--- src/rtl/ifetch_pkg.sv ---
// Shared types and constants for the instruction fetch unit.
//   fetch_entry_t : one fetch-buffer entry, {pc, instr}
//   INSTR_BYTES   : PC increment between sequential fetches
package ifetch_pkg;

  localparam int unsigned INSTR_BYTES = 4;

  typedef struct packed {
    logic [31:0] pc;
    logic [31:0] instr;
  } fetch_entry_t;

endpackage

--- src/rtl/fetch_fifo.sv ---
// Synchronous FIFO of fetch_entry_t used as the fetch buffer.
// Ports:
//   clk, rst_n   : clock, asynchronous active-low reset (storage clears to 0)
//   flush_i      : drop all entries; wins over push_i and pop_i
//   push_i       : write data_i at the tail (ignored when full without pop)
//   data_i       : entry to write
//   pop_i        : retire the head entry (ignored when empty)
//   head_o       : entry at the head; stale storage when empty
//   count_o      : number of valid entries
//   full_o       : count_o == DEPTH
//   empty_o      : count_o == 0
module fetch_fifo
  import ifetch_pkg::*;
#(
  parameter int unsigned DEPTH = 2
) (
  input  logic                       clk,
  input  logic                       rst_n,
  input  logic                       flush_i,
  input  logic                       push_i,
  input  fetch_entry_t               data_i,
  input  logic                       pop_i,
  output fetch_entry_t               head_o,
  output logic [$clog2(DEPTH+1)-1:0] count_o,
  output logic                       full_o,
  output logic                       empty_o
);

  localparam int unsigned PtrW = $clog2(DEPTH);
  localparam int unsigned CntW = $clog2(DEPTH + 1);

  fetch_entry_t    mem_q [DEPTH];
  logic [PtrW-1:0] wptr_q, wptr_d;
  logic [PtrW-1:0] rptr_q, rptr_d;
  logic [CntW-1:0] count_q, count_d;
  logic            do_push, do_pop;

  assign full_o  = (count_q == CntW'(DEPTH));
  assign empty_o = (count_q == '0);
  assign count_o = count_q;
  assign head_o  = mem_q[rptr_q];

  // A full FIFO accepts a push only alongside a pop.
  assign do_pop  = pop_i & ~empty_o;
  assign do_push = push_i & (~full_o | do_pop);

  always_comb begin
    wptr_d  = wptr_q;
    rptr_d  = rptr_q;
    count_d = count_q;
    if (flush_i) begin
      wptr_d  = '0;
      rptr_d  = '0;
      count_d = '0;
    end else begin
      // DEPTH is a power of two, so pointers wrap by natural overflow.
      if (do_push) wptr_d = wptr_q + PtrW'(1);
      if (do_pop)  rptr_d = rptr_q + PtrW'(1);
      count_d = count_q + CntW'(do_push) - CntW'(do_pop);
    end
  end

  always_ff @(posedge clk or negedge rst_n) begin
    if (!rst_n) begin
      wptr_q  <= '0;
      rptr_q  <= '0;
      count_q <= '0;
      for (int i = 0; i < DEPTH; i++) mem_q[i] <= '0;
    end else begin
      wptr_q  <= wptr_d;
      rptr_q  <= rptr_d;
      count_q <= count_d;
      if (!flush_i && do_push) mem_q[wptr_q] <= data_i;
    end
  end

endmodule

--- src/rtl/ifetch.sv ---
// Instruction fetch unit. Owns the fetch PC, drives it to the combinational
// instruction memory every cycle, and buffers {pc, instr} for decode.
// Ports:
//   clk, rst_n        : clock, asynchronous active-low reset
//   imem_addr_o       : fetch PC (straight from the PC register)
//   imem_instr_i      : word returned for imem_addr_o in the same cycle
//   redirect_valid_i  : flush the buffer and restart fetch at redirect_pc_i
//   redirect_pc_i     : redirect target; low two bits are dropped
//   out_valid_o       : buffer head is valid
//   out_ready_i       : decode takes the head this cycle
//   out_instr_o       : instruction at the head
//   out_pc_o          : PC of out_instr_o
//   misaligned_o      : sticky, set by any redirect target with pc[1:0] != 0
module ifetch
  import ifetch_pkg::*;
#(
  parameter logic [31:0] RESET_PC   = 32'h0000_0000,
  parameter int unsigned FIFO_DEPTH = 2
) (
  input  logic        clk,
  input  logic        rst_n,
  output logic [31:0] imem_addr_o,
  input  logic [31:0] imem_instr_i,
  input  logic        redirect_valid_i,
  input  logic [31:0] redirect_pc_i,
  output logic        out_valid_o,
  input  logic        out_ready_i,
  output logic [31:0] out_instr_o,
  output logic [31:0] out_pc_o,
  output logic        misaligned_o
);

  localparam int unsigned CntW = $clog2(FIFO_DEPTH + 1);

  logic [31:0]     pc_q, pc_d;
  logic            misaligned_q, misaligned_d;
  logic            push, pop;
  logic            fifo_full, fifo_empty;
  logic [CntW-1:0] unused_count;
  fetch_entry_t    wr_entry, head;

  assign pop      = out_valid_o & out_ready_i;
  // Redirect wins: the word at the old PC is discarded, not buffered.
  assign push     = ~redirect_valid_i & (~fifo_full | pop);
  assign wr_entry = '{pc: pc_q, instr: imem_instr_i};

  always_comb begin
    pc_d         = pc_q;
    misaligned_d = misaligned_q;
    if (redirect_valid_i) begin
      pc_d         = {redirect_pc_i[31:2], 2'b00};
      misaligned_d = misaligned_q | (|redirect_pc_i[1:0]);
    end else if (push) begin
      pc_d = pc_q + 32'(INSTR_BYTES);
    end
  end

  always_ff @(posedge clk or negedge rst_n) begin
    if (!rst_n) begin
      pc_q         <= RESET_PC;
      misaligned_q <= 1'b0;
    end else begin
      pc_q         <= pc_d;
      misaligned_q <= misaligned_d;
    end
  end

  fetch_fifo #(
    .DEPTH (FIFO_DEPTH)
  ) u_fifo (
    .clk     (clk),
    .rst_n   (rst_n),
    .flush_i (redirect_valid_i),
    .push_i  (push),
    .data_i  (wr_entry),
    .pop_i   (pop),
    .head_o  (head),
    .count_o (unused_count),
    .full_o  (fifo_full),
    .empty_o (fifo_empty)
  );

  assign imem_addr_o  = pc_q;
  assign out_valid_o  = ~fifo_empty;
  assign out_instr_o  = head.instr;
  assign out_pc_o     = head.pc;
  assign misaligned_o = misaligned_q;

endmodule

--- config.mk ---
export PLATFORM = sky130hd
export DESIGN_NAME = ifetch
export DESIGN_NICKNAME = d
export VERILOG_FILES = /design/src/rtl/ifetch_pkg.sv /design/src/rtl/fetch_fifo.sv /design/src/rtl/ifetch.sv
export SDC_FILE = /design/constraint.sdc
export NUM_CORES = 1
export LEC_CHECK = 0
export CAP_MARGIN = 5
export CORE_MARGIN = 2
export CORE_UTILIZATION = 56
export DETAILED_ROUTE_END_ITERATION = 8
export PLACE_DENSITY_LB_ADDON = 0.3
export SYNTH_ARGS = -nofsm -noshare
export SYNTH_HDL_FRONTEND = slang
export SYNTH_HIERARCHICAL = 1
export SYNTH_SLANG_ARGS = --single-unit
--- constraint.sdc ---
create_clock -name clk -period 4.7 [get_ports clk]
set_input_delay 0.47 -clock clk [delete_from_list [all_inputs] [get_ports clk]]
set_output_delay 0.47 -clock clk [all_outputs]
set_load 0.05 [all_outputs]
==> flow_summary_export.csv, run 1 <==
group,metric,value,unit
status,status,"completed",
synth,synth_top_cell_area_share,51.1,%
routing,vias_per_cell,5.79,
layout,diodes,0,
routing,drtIter0Drc,289,
global_route,grt_antenna_before_repair,0,
worst_setup_path,cp.arrival,2.71,ns
clock_network,cts_resized,0,
layout,finalNetCount,829,
routing,drcViolationCount,0,
layout,design_area,0.0103,mm^2
timing,setup_viol,0,
clock_network,clock_sinks,163,
worst_setup_path,worstReg2RegStart,"u_fifo/count_o[1]",
global_route,grt_remaining_overflow,0,
synth,netlist_instances,604,
timing,drv_slew,0,
routing,wl_per_cell,19.5,um
clock_network,hold_buffers,0,
worst_setup_path,cp.depth,3,
synth,synth_top_flop_cell,"dfrtp_1",
floorplan,core.rowCount,43,
global_route,grt_usage,25.5,%
synth,ys_ff_latch,163,
layout,mostFrequentLayoutCells,"dfrtp_1, clkdlybuf4s50_1, mux2_2",
timing,fin_setup_tns,0,ns
worst_setup_path,end_kind,"primary output",
worst_setup_path,worstPathRequired,4.23,ns
synth,synthArstFlopShare,100,%
floorplan,die_h,123,um
synth,synth_area,0.00798,mm^2
floorplan,core,0.0139,mm^2
worst_setup_path,startpoint,"u_fifo/rptr_q",
synth,yosysWarningCount,6,
placed_design,gp_congestion,0.818,
synth,synth_area_per_cell,13.2,um^2
pwr,pwr-share-seq,31.5,%
placed_design,placed_area,0.00968,mm^2
clock_network,cts-root-buf,"clkbuf_16",
synth,ys_seq_area_share,51.1,%
clock_network,cts_post_setup_buffers_inserted,0,
worst_setup_path,crit_chain,"buf_4, mux2_2, clkdlybuf4s50_1",
worst_setup_path,reg2regPathDepth,6,
pwr,p_per_area,742,mW/mm^2
floorplan,die_w,123,um
pwr,swShare,40.6,%
timing,max_freq,315,MHz
layout,area_delta_synth_final,28.9,%
routing,firstDrtPassIters,4,
timing,maxSlewHeadroom,30.7,%
clock_network,clk_latency,0.42,ns
placed_design,placed_cells,919,
routing,ant_nets,0,
worst_setup_path,cp_max_fo,31,
pwr,netSwitchingPower,3100,uW
clock_network,h-tree-depth,4,
layout,layout_commonest_cell,"dfrtp_1",
worst_setup_path,crit_path_start_kind,"flip-flop",
synth,synth_edf_count,0,
global_route,grt_pass1_wl,29.5,mm
worst_setup_path,crit_path_max_incr_delay,0.73,ns
timing,rsz0062_at_grt,"false",
timing,period_needed,3.18,ns
worst_setup_path,crit_family,"buffers and inverters",
worst_setup_path,path_class,"reg -> out",
pwr,internal_power,4540,uW
pwr,vdd_ir_drop_max,394,uV
clock_network,cts_made_buffers,17,
synth,yosysTopAreaCell,"dfrtp_1",
worst_setup_path,ff2ff_setup_slack,1.91,ns
worst_setup_path,timing.critical_path.to,"out_pc_o[24]",
clock_network,clkTransAtPathRegs,0.06,ns
worst_hold_path,hold_class,"in -> async",
timing,period_share,67.6,%
clock_network,cts_tree,"yes",
worst_setup_path,worst-path-buf-inv,2,
floorplan,start_util,57.5,%
placed_design,numPortBuffers,163,
timing,tightest_slew,1.04,ns
layout,drive_gt1_share,30.5,%
timing,finalClockSkew,0.00884,ns
pwr,p_clk_share,18.6,%
timing,hold_violations,0,
routing,routed_wirelength,18.5,mm
global_route,grt_pass1_vias,5775,
pwr,leakage,0.00424,uW
pwr,p_comb_share,49.9,%
worst_setup_path,timing.rr.end,"u_fifo/mem_q[67]",
worst_setup_path,worst_path_max_delay_cell,"clkdlybuf4s50_1",
placed_design,hpwlAfterDp,12.1,mm
global_route,grt_max_degree,97,
floorplan,ios,166,
synth,synthTopCellsByArea,"dfrtp_1, mux2_2, mux2_4, nand2_1, buf_6",
floorplan,die_area,0.0152,mm^2
synth,yosysUniqueCellTypes,52,
routing,vias,5508,
job,drv_cap,0,
clock_network,clockBufferDepth,2,
layout,fin_cells,951,
## flip-flops by register name, summed over array words and instances (netlist names)
| register | count |
|---|---|
| u_fifo/mem_q | 128 |
| imem_addr_o | 30 |
| u_fifo/count_o | 2 |
| misaligned_o | 1 |
| u_fifo/rptr_q | 1 |
| u_fifo/wptr_q | 1 |
## kinds of logic (layout without fill, tap and decap cells)
| group | count (synthesis) | count (layout) | synth area share [%] |
|---|---|---|---|
| and+or+nand+nor | 121 | 121 | 8.04 |
| adders and majority gates | 3 | 3 | 0.470 |
| other | 1 | 6 | 0.0470 |
| AOI/OAI and AO/OA | 61 | 61 | 5.42 |
| xor gates and xnor gates | 11 | 11 | 1.21 |
| buffers and inverters | 50 | 212 | 3.56 |
| DFF | 163 | 163 | 51.1 |
| muxes | 194 | 194 | 30.2 |
## metal layers
layer  global-route usage (%)  part of all wire, %  vias to the layer above
met5                        0                    0                        -
met4                     10.3                  1.8                        0
met3                     5.72                  6.7                       25
met2                     41.2                   49                      206
met1                     33.4                   43                     2762
li1                         -                    -                     2515
## cells in the mapped netlist (2+ instances only)
| cell type | n |
|---|---|
| nor2_1 | 22 |
| o21ai_0 | 13 |
| o31ai_1 | 13 |
| or4_1 | 13 |
| ha_1 | 3 |
| mux2_4 | 60 |
| mux2_2 | 129 |
| dfrtp_1 | 163 |
| buf_4 | 7 |
| a31oi_1 | 11 |
| buf_6 | 9 |
| a2111o_1 | 2 |
| xnor2_1 | 9 |
| nor3_1 | 4 |
| or3_1 | 4 |
| nand4_1 | 10 |
| o211ai_1 | 2 |
| and2_1 | 2 |
| nand3_1 | 19 |
| nand2_1 | 28 |
| clkbuf_1 | 19 |
| xor2_1 | 2 |
| inv_1 | 11 |
| a22oi_1 | 5 |
| and3_1 | 3 |
| buf_2 | 2 |
| and4_1 | 2 |
| a221o_1 | 2 |
| a21oi_1 | 2 |
| a2111oi_0 | 2 |
| nor2b_1 | 7 |
| mux2_1 | 4 |
## cell type report
type / instances / area (um^2)
Tap cell: 180 / 225
Sequential cell: 163 / 4080
Multi-Input combinational cell: 396 / 3660
Timing Repair Buffer: 168 / 1680
Clock inverter: 15 / 184
Clock buffer: 17 / 425
Fill cell: 900 / 3590
Inverter: 12 / 45.0
## worst min path at each step
stage / start / endpoint / cells past startpoint
after floorplan: rst_n / imem_addr_o[10] / 0
after global placement: misaligned_o / misaligned_o / 1
after detailed placement: misaligned_o / misaligned_o / 1
after CTS: rst_n / u_fifo/mem_q[66] / 1
after global routing: rst_n / u_fifo/mem_q[123] / 1
final: rst_n / u_fifo/mem_q[66] / 1
## power by group through the flow
stage               sequential [uW]  combinational [uW]  clock [uW]
floorplan                      2370                2720           0
global placement               2350                3740           0
detailed placement             2400                3810           0
CTS                            2400                3830        1440
global route                   2480                3990        1500
finish                         2400                3810        1420
## worst register-to-register path, stage by stage (launching register included)
cell and delay [ns]:
dfrtp_1 0.43, nor2_1 0.25, nand2b_4 0.23, inv_1 0.11, or3b_4 0.42, nand3_4 0.78
mux2_2 0.45
## metrics by stage
step           hold slack, ns  power [uW]  setup slack [ns]  util, %
6_report                0.116        7630              1.52     74.2
3_5_place_dp            0.459        6210              1.60     69.8
4_1_cts                 0.160        7680              1.50     74.2
3_3_place_gp            0.453        6090              1.66     69.8
5_1_grt                 0.211        7980              1.41     74.2
2_1_floorplan           0.174        5090              2.37        -
Power figures use the tool's default switching activity.
==> run 2, diff against run 1 <==
--- a/config.mk
+++ b/config.mk
@@ -7,7 +7,7 @@
 export LEC_CHECK = 0
 export CAP_MARGIN = 5
 export CORE_MARGIN = 2
-export CORE_UTILIZATION = 56
+export CORE_UTILIZATION = 52
 export DETAILED_ROUTE_END_ITERATION = 8
 export PLACE_DENSITY_LB_ADDON = 0.3
 export SYNTH_ARGS = -nofsm -noshare
==> constraint.sdc (replaced) <==
create_clock -name clk -period 3.1 [get_ports clk]
set_input_delay 0.31 -clock clk [delete_from_list [all_inputs] [get_ports clk]]
set_output_delay 0.31 -clock clk [all_outputs]
set_load 0.05 [all_outputs]
==> flow_summary_export.csv, run 2 (same netlist as run 1, synthesis figures left out) <==
group,metric,value,unit
status,status,"completed",
floorplan,die_h,128,um
routing,drcViolationCount,0,
layout,fin_cells,971,
timing,period_share,94.2,%
worst_setup_path,end_kind,"primary output",
timing,hold_violations,0,
job,drv_cap,0,
timing,hold_slack,0.315,ns
timing,rsz0062_at_grt,"false",
worst_setup_path,path_class,"reg -> out",
placed_design,numPortBuffers,163,
worst_setup_path,crit_path_start_kind,"flip-flop",
routing,vias_per_cell,5.69,
pwr,p_per_area,1120,mW/mm^2
timing,fin_setup_tns,0,ns
global_route,grt_usage,23.6,%
global_route,grt_pass1_vias,5767,
floorplan,core.rowCount,45,
timing,drv_slew,0,
layout,finalNetCount,841,
layout,drive_gt1_share,31.3,%
layout,mostFrequentLayoutCells,"dfrtp_1, clkdlybuf4s50_1, mux2_2",
worst_hold_path,hold_class,"in -> reg",
worst_setup_path,timing.rr.end,"u_fifo/mem_q[80]",
clock_network,clock_sinks,163,
worst_setup_path,reg2regPathDepth,7,
timing,finalClockSkew,0.00821,ns
placed_design,placed_cells,938,
routing,drtIter0Drc,268,
clock_network,h-tree-depth,4,
worst_setup_path,ff2ff_setup_slack,0.64,ns
clock_network,clkTransAtPathRegs,0.06,ns
worst_hold_path,worstHoldPathCells,3,
worst_setup_path,cp.arrival,2.61,ns
layout,diodes,0,
routing,vias,5527,
pwr,vdd_ir_drop_max,578,uV
timing,max_freq,342,MHz
timing,maxSlewHeadroom,53.1,%
layout,layout_commonest_cell,"dfrtp_1",
clock_network,cts_tree,"yes",
worst_hold_path,worstHoldStart,"redirect_valid_i",
floorplan,core,0.0151,mm^2
clock_network,cts-root-buf,"clkbuf_16",
layout,area_delta_synth_final,31.2,%
global_route,grt_antenna_before_repair,0,
placed_design,hpwlAfterDp,12.7,mm
global_route,grt_max_degree,54,
floorplan,die_area,0.0164,mm^2
routing,wl_per_cell,19.2,um
clock_network,clk_latency,0.42,ns
floorplan,ios,166,
worst_setup_path,worstPathRequired,2.79,ns
worst_hold_path,hold_end,"u_fifo/count_o[1]",
layout,largest_reg_flops,128,
layout,fillers,1038,
routing,firstDrtPassIters,4,
timing,tightest_slew,0.698,ns
timing,setup_viol,0,
floorplan,start_util,52.9,%
clock_network,cts_resized,0,
layout,postLayoutCoreUtil,69.4,%
pwr,total_power,11700,uW
worst_setup_path,cp_max_fo,22,
routing,routed_wirelength,18.7,mm
clock_network,clockBufferDepth,2,
floorplan,die_w,128,um
routing,ant_nets,0,
pwr,leakage,0.00432,uW
global_route,grt_remaining_overflow,0,
global_route,grt_pass1_wl,30.2,mm
clock_network,cts_made_buffers,17,
placed_design,gp_congestion,0.840,
timing,period_needed,2.92,ns
layout,largest_register,"u_fifo/mem_q",
worst_setup_path,worstReg2RegStart,"u_fifo/count_o[1]",
run 2: worst max-delay path by stage:
| stage | end | cells past startpoint | startpoint |
|---|---|---|---|
| 5_1_grt | out_pc_o[22] | 3 | u_fifo/rptr_q |
| 3_5_place_dp | u_fifo/mem_q[1] | 6 | out_ready_i |
| 2_1_floorplan | imem_addr_o[16] | 5 | imem_addr_o[9] |
| 4_1_cts | out_pc_o[22] | 3 | u_fifo/rptr_q |
| 6_report | out_pc_o[22] | 3 | u_fifo/rptr_q |
| 3_3_place_gp | u_fifo/mem_q[63] | 6 | out_ready_i |
run 2: what timing repair did:
action                    CTS  global route
hold endpoints to repair   48             0
hold buffers                1             0
setup buffers               0             0
run 2: cell type report:
cell class / instances / area (um^2) / area share [%]
clock buffer: 20 / 457 / 4.36
inverter: 12 / 45.0 / 0.430
timing repair buffer: 180 / 1820 / 17.4
multi-input combinational: 396 / 3660 / 34.9
sequential: 163 / 4080 / 39.0
clock inverter: 12 / 180 / 1.72
tap: 188 / 235 / 2.25
run 2: metrics by stage:
step                area (um^2)  setup slack (ns)
floorplan                  8000             0.933
global placement           9830             0.473
detailed placement         9830             0.428
CTS                       10500             0.150
global route              10500            0.0728
finish                    10500             0.179
run 2: power breakdown:
part / switching [uW] / leakage [uW] / internal (uW)
clock: 838 / 0.000294 / 1390
sequential: 593 / 0.00192 / 3040
combinational: 3240 / 0.00211 / 2610
run 2: critical path, cell delays in order (launching register included):
cell and delay (ns):
dfrtp_2 0.72, buf_4 0.36, mux2_2 0.38, clkdlybuf4s50_1 0.72
run 2: layer usage:
layer | part of all wire [%] | track usage (%)
met5 | 0 | 0
met4 | 1.7 | 6.85
met3 | 5.0 | 6.22
met2 | 48 | 37.2
met1 | 45 | 32.3
